==> config.mk <==
export PLATFORM = sky130hd
export DESIGN_NAME = parking_gate_arbiter
export DESIGN_NICKNAME = d
export VERILOG_FILES = /design/src/rtl/parking_pkg.sv /design/src/rtl/gate_door_timer.sv /design/src/rtl/parking_gate_arbiter.sv
export SDC_FILE = /design/constraint.sdc
export NUM_CORES = 1
export LEC_CHECK = 0
export ABC_AREA = 1
export CORE_UTILIZATION = 45
export CTS_CLUSTER_DIAMETER = 200
export CTS_CLUSTER_SIZE = 16
export DETAILED_ROUTE_END_ITERATION = 16
export HOLD_SLACK_MARGIN = 0.12
export PLACE_DENSITY = 0.83
export SLEW_MARGIN = 15
export SYNTH_ARGS = -nofsm -noshare
export SYNTH_HDL_FRONTEND = slang
export SYNTH_SLANG_ARGS = --single-unit
==> constraint.sdc <==
create_clock -name clk -period 3.72 [get_ports clk]
set_input_delay 1.116 -clock clk [delete_from_list [all_inputs] [get_ports clk]]
set_output_delay 1.116 -clock clk [all_outputs]
set_load 0.05 [all_outputs]
==> src/rtl/parking_pkg.sv <==
// Shared constants, gate state type and slot-allocation helper for the parking gate arbiter.
package parking_pkg;

    localparam int unsigned NUM_SLOTS = 4;
    localparam int unsigned NUM_REQ   = 5;

    localparam int unsigned REQ_ENTRY = 0;
    localparam int unsigned REQ_EXIT0 = 1;
    localparam int unsigned REQ_EXIT1 = 2;
    localparam int unsigned REQ_EXIT2 = 3;
    localparam int unsigned REQ_EXIT3 = 4;

    typedef enum logic [1:0] {
        IDLE  = 2'd0,
        GRANT = 2'd1,
        OPEN  = 2'd2,
        GAP   = 2'd3
    } gate_state_t;

    // Lowest-index clear bit; callers only use it when at least one slot is free.
    function automatic logic [1:0] lowest_free(input logic [NUM_SLOTS-1:0] occ);
        logic found;
        lowest_free = '0;
        found       = 1'b0;
        for (int unsigned i = 0; i < NUM_SLOTS; i++) begin
            if (!found && !occ[i]) begin
                lowest_free = 2'(i);
                found       = 1'b1;
            end
        end
    endfunction

endpackage

==> src/rtl/gate_door_timer.sv <==
// Door timing for one gate cycle: door open for DOOR_CYCLES, then closed for MIN_GAP,
// with open_end marking the last open cycle and done marking the last gap cycle.
module gate_door_timer
    import parking_pkg::*;
#(
    parameter int DOOR_CYCLES = 6,
    parameter int MIN_GAP     = 2
) (
    input  logic clk,
    input  logic reset_n,
    input  logic start,
    output logic door_open,
    output logic open_end,
    output logic done
);

    localparam int MAX_CYC = (DOOR_CYCLES > MIN_GAP) ? DOOR_CYCLES : MIN_GAP;
    localparam int CNT_W   = $clog2(MAX_CYC + 1);

    gate_state_t      phase_q, phase_d;
    logic [CNT_W-1:0] cnt_q, cnt_d;
    logic             door_open_q, door_open_d;

    always_comb begin
        phase_d     = phase_q;
        cnt_d       = cnt_q;
        open_end    = 1'b0;
        done        = 1'b0;
        // Registered door output trails the open phase by one cycle.
        door_open_d = (phase_q == OPEN);
        case (phase_q)
            OPEN: begin
                if (cnt_q == '0) begin
                    open_end = 1'b1;
                    phase_d  = GAP;
                    cnt_d    = CNT_W'(MIN_GAP - 1);
                end else begin
                    cnt_d = cnt_q - CNT_W'(1);
                end
            end
            GAP: begin
                if (cnt_q == '0) begin
                    done    = 1'b1;
                    phase_d = IDLE;
                end else begin
                    cnt_d = cnt_q - CNT_W'(1);
                end
            end
            default: begin
                if (start) begin
                    phase_d = OPEN;
                    cnt_d   = CNT_W'(DOOR_CYCLES - 1);
                end
            end
        endcase
    end

    always_ff @(posedge clk or negedge reset_n) begin
        if (!reset_n) begin
            phase_q     <= IDLE;
            cnt_q       <= '0;
            door_open_q <= 1'b0;
        end else begin
            phase_q     <= phase_d;
            cnt_q       <= cnt_d;
            door_open_q <= door_open_d;
        end
    end

    assign door_open = door_open_q;

endmodule

==> src/rtl/parking_gate_arbiter.sv <==
// Arbitrates the single parking door between the entry and four slot exits and owns occupancy.
// Define PARK_ARB_ROUND_ROBIN_EN for round-robin; default is fixed priority exit0..exit3 > entry.
module parking_gate_arbiter
    import parking_pkg::*;
#(
    parameter int DOOR_CYCLES = 6,
    parameter int MIN_GAP     = 2
) (
    input  logic                 clk,
    input  logic                 reset_n,
    input  logic                 entry_req,
    input  logic [NUM_SLOTS-1:0] exit_req,
    output logic                 entry_ack,
    output logic [NUM_SLOTS-1:0] exit_ack,
    output logic [1:0]           slot_assigned,
    output logic                 door_open,
    output logic [NUM_SLOTS-1:0] occupancy,
    output logic                 full,
    output logic                 busy
);

    gate_state_t          state_q, state_d;
    logic [2:0]           winner_q, winner_d;
    logic [NUM_SLOTS-1:0] occ_q, occ_d;
    logic                 entry_ack_q, entry_ack_d;
    logic [NUM_SLOTS-1:0] exit_ack_q, exit_ack_d;
    logic [1:0]           slot_q, slot_d;
`ifdef PARK_ARB_ROUND_ROBIN_EN
    logic [2:0]           ptr_q, ptr_d;
`endif

    logic [NUM_REQ-1:0]   elig;
    logic                 found;
    logic [2:0]           pick;
    logic [1:0]           free_idx;
    logic [1:0]           exit_idx;
    logic                 start;
    logic                 open_end;
    logic                 timer_done;

    assign full     = &occ_q;
    assign elig     = {exit_req & occ_q, entry_req && !full};
    assign free_idx = lowest_free(occ_q);
    assign exit_idx = 2'(winner_q - 3'd1);
    assign start    = (state_q == GRANT);

    always_comb begin
        found = 1'b0;
        pick  = '0;
`ifdef PARK_ARB_ROUND_ROBIN_EN
        for (int unsigned k = 1; k <= NUM_REQ; k++) begin
            int unsigned idx;
            idx = (32'(ptr_q) + k) % NUM_REQ;
            if (!found && elig[idx]) begin
                found = 1'b1;
                pick  = 3'(idx);
            end
        end
`else
        for (int unsigned k = 0; k < NUM_SLOTS; k++) begin
            if (!found && elig[REQ_EXIT0 + k]) begin
                found = 1'b1;
                pick  = 3'(REQ_EXIT0 + k);
            end
        end
        if (!found && elig[REQ_ENTRY]) begin
            found = 1'b1;
            pick  = 3'(REQ_ENTRY);
        end
`endif
    end

    always_comb begin
        state_d     = state_q;
        winner_d    = winner_q;
        occ_d       = occ_q;
        entry_ack_d = 1'b0;
        exit_ack_d  = '0;
        slot_d      = '0;
`ifdef PARK_ARB_ROUND_ROBIN_EN
        ptr_d       = ptr_q;
`endif
        case (state_q)
            IDLE: begin
                if (found) begin
                    winner_d = pick;
                    state_d  = GRANT;
                end
            end
            GRANT: begin
                // Acks and occupancy are registered here so they appear one cycle after the grant decision.
                if (winner_q == 3'(REQ_ENTRY)) begin
                    entry_ack_d     = 1'b1;
                    slot_d          = free_idx;
                    occ_d[free_idx] = 1'b1;
                end else begin
                    exit_ack_d[exit_idx] = 1'b1;
                    occ_d[exit_idx]      = 1'b0;
                end
`ifdef PARK_ARB_ROUND_ROBIN_EN
                ptr_d   = winner_q;
`endif
                state_d = OPEN;
            end
            OPEN: begin
                if (open_end) state_d = GAP;
            end
            GAP: begin
                if (timer_done) state_d = IDLE;
            end
            default: state_d = IDLE;
        endcase
    end

    always_ff @(posedge clk or negedge reset_n) begin
        if (!reset_n) begin
            state_q     <= IDLE;
            winner_q    <= '0;
            occ_q       <= '0;
            entry_ack_q <= 1'b0;
            exit_ack_q  <= '0;
            slot_q      <= '0;
`ifdef PARK_ARB_ROUND_ROBIN_EN
            ptr_q       <= 3'(REQ_EXIT3);
`endif
        end else begin
            state_q     <= state_d;
            winner_q    <= winner_d;
            occ_q       <= occ_d;
            entry_ack_q <= entry_ack_d;
            exit_ack_q  <= exit_ack_d;
            slot_q      <= slot_d;
`ifdef PARK_ARB_ROUND_ROBIN_EN
            ptr_q       <= ptr_d;
`endif
        end
    end

    gate_door_timer #(
        .DOOR_CYCLES (DOOR_CYCLES),
        .MIN_GAP     (MIN_GAP)
    ) u_timer (
        .clk       (clk),
        .reset_n   (reset_n),
        .start     (start),
        .door_open (door_open),
        .open_end  (open_end),
        .done      (timer_done)
    );

    assign entry_ack     = entry_ack_q;
    assign exit_ack      = exit_ack_q;
    assign slot_assigned = slot_q;
    assign occupancy     = occ_q;
    assign busy          = (state_q != IDLE);

endmodule
==> results.cfg <==
[outcome]
status = complete, no violations

[route]
wl_um = 1930
ant_nets = 0
drtIter0Drc = 19
wl_per_cell_um = 11.5
dr.pass1.iters = 4
drcViolationCount = 0
num_vias = 803
vias_per_cell = 4.78

[synth]
synth_top_area_cell = dfrtp_1
ys_seq_elements = 22
mappedNetlistArea_mm2 = 0.00108
synth_fp_nets = 130
synth_cell_type_count = 24
synth_edf_count = 0
synthTopCellsByArea = dfrtp_1 (51%), nand2_1 (8.3%), ha_1 (7.0%)
synth-async-reset-ratio_pct = 100
yosysSeqAreaShare_pct = 51.0
yosys.area.top_type_share_pct = 51.0
ys.flop_type = dfrtp_1
syn_avg_cell_area_um2 = 9.23
synthCells = 117
yosysWarnings = 0

[timing]
fmax_mhz = 323
hold_viol_final = 0
fin_crit_sh_pct = 83.1
rsz0062_at_grt = false
period_needed_ps = 3090
report.final.slew_viol_count = 0
setup-violations-final = 0
fin_setup_tns_ps = 0
tightest_slew_ps = 937
worst_slew_margin_rel_pct = 37.4
fin_skew_ps = 4.64

[global_route]
track_usage_pct = 17.7
overflow = 0
antenna_found_initial = 0
grt_max_degree = 23
first_global_vias = 795
grt_pass1_wl_um = 3370

[pwr]
p_leak_uw = 0.000648
swShare_pct = 50.4
ir_drop_v = 0.000512
power_density_mw_per_mm2 = 956
p_int_uw = 634
combPwrFrac_pct = 58.5
power_switching_uw = 645
power_frac_clock_pct = 8.0
power_frac_seq_pct = 33.4

[floorplanning]
fp.coreArea_mm2 = 0.00223
dieArea_mm2 = 0.00260
die_w_um = 51.0
io_pins = 21
die_y_um = 51.0
rows = 17
start_util_pct = 48.3

[critical_path]
critPathMaxStageDelay_ps = 800
critical_path.cell_chain = inv_1, ha_1, inv_1, clkdlybuf4s50_1
arrival_ps = 1980
slowest_stage = clkdlybuf4s50_1
reg2reg_slack_ps = 2280
critPathMostFrequentCell = inv_1
cp-start-kind = register
required_ps = 2600
critPathMaxFanout = 5
critical_path_class = reg2out
crit_path_end_kind = output port

[layout]
fillers = 198
fin_nets = 155
antenna_cells = 0
syn_to_final_growth_pct = 23.9
drive_gt1_share_pct = 18.6
layoutNonFillerInstCount = 168

[clocking]
cts_max_level = 1
cts-buffers-inserted = 3
cts_tree = built
cts.sinks = 22
clk_pin_slew_ps = 110
cts-resized-gates = 0
insertion_delay_ps = 300
post_cts_buffers = 0
cts_root_buf = clkbuf_4
clk_path_buf_depth = 2
ctsHoldBuffers = 0

[placed_design]
numPortBuffers = 20
place_inst = 165
dp_hpwl_um = 1560
place_congestion = 0.819

[job]
maxCapViolations = 0

[min_path]
hp-class = reg2reg
[cell families after synthesis]
family | Yosys count | share of synthesized area, %
adder cells (fa/ha/maj) | 6 | 6.95
AND/OR/NAND/NOR | 49 | 23.4
flip-flops | 22 | 51.0
XOR/XNOR | 1 | 0.811
AO/OA/AOI/OAI | 19 | 10.8
buffers and inverters | 20 | 7.07
[synthesized netlist by cell type, types with 3 or more instances]
cell type	count
dfrtp_1	22
nor2_4	3
nand3_1	3
a21oi_1	4
o21ai_2	3
nor2_1	7
inv_2	4
o21ai_0	6
ha_1	6
inv_1	15
nand2_2	5
nand2_1	24
[power groups by stage]
stage | clock, µW | combinational, µW | sequential, µW
CTS | 107 | 755 | 427
finish | 103 | 748 | 427
global placement | 0 | 722 | 424
global route | 115 | 817 | 444
floorplan | 0 | 408 | 563
detailed placement | 0 | 750 | 433
[registers in the layout, indices dropped and copies added (netlist names)]
name,count
u_timer.cnt_q,3
slot_assigned,2
u_timer.door_open,1
state_q,2
winner_q,3
u_timer.phase_q,2
exit_ack,4
entry_ack,1
occupancy,4
[layout make-up]
class	count	area, µm²	area share (%)
Multi-Input combinational cell	75	453	33.9
Tap cell	28	35.0	2.62
Inverter	20	76.3	5.71
Clock buffer	3	22.5	1.68
Timing Repair Buffer	20	200	15.0
Sequential cell	22	551	41.2
[through the flow]
step | cell area, µm² | setup WS (ps) | power (µW) | utilization, % | hold slack [ps]
3_5_place_dp | 1320 | 964 | 1180 | 58.9 | 479
2_1_floorplan | 1080 | 1080 | 971 | - | 457
3_3_place_gp | 1320 | 1010 | 1150 | 58.9 | 475
5_1_grt | 1340 | 500 | 1380 | 59.9 | 519
6_report | 1340 | 627 | 1280 | 59.9 | 493
4_1_cts | 1340 | 613 | 1290 | 59.9 | 497
[final timing paths]
| path | endpoint | cells past startpoint | startpoint |
|---|---|---|---|
| setup / recovery | busy | 4 | state_q[0] |
| hold reg to reg | u_timer.cnt_q[0] | 1 | u_timer.cnt_q[0] |
| min in group asynchronous | state_q[0] | 1 | reset_n |
| hold / removal | u_timer.cnt_q[0] | 1 | u_timer.cnt_q[0] |
| max in group asynchronous | entry_ack | 1 | reset_n |
| setup reg to reg | slot_assigned[1] | 8 | state_q[1] |
[critical path: cells and delay by family, from the launching register on]
family / cells / cell delay [ps]
buffers and inverters: 3 / 990
DFF: 1 / 420
adders and majority gates: 1 / 260
[cell usage in the layout (no fill, tap or decap), drive strengths merged]
cell            n
dfrtp          22
xnor2           1
or2             1
o21ai          11
a31oi           1
nor2           12
ha              6
nor3            1
nand3           5
nor3b           1
nand2          29
clkinv          1
clkdlybuf4s50  20
inv            19
clkbuf          3
a21oi           5
a32oi           1
o22ai           1
[layer usage]
layer	vias to the layer above	part of all wire, %	track usage [%]
met5	-	0	0
met4	0	0	8.33
met3	0	2.3	2.68
met2	14	52	28.9
met1	376	46	23.0
li1	413	-	-
No activity file was read; power rests on OpenSTA's default activity.
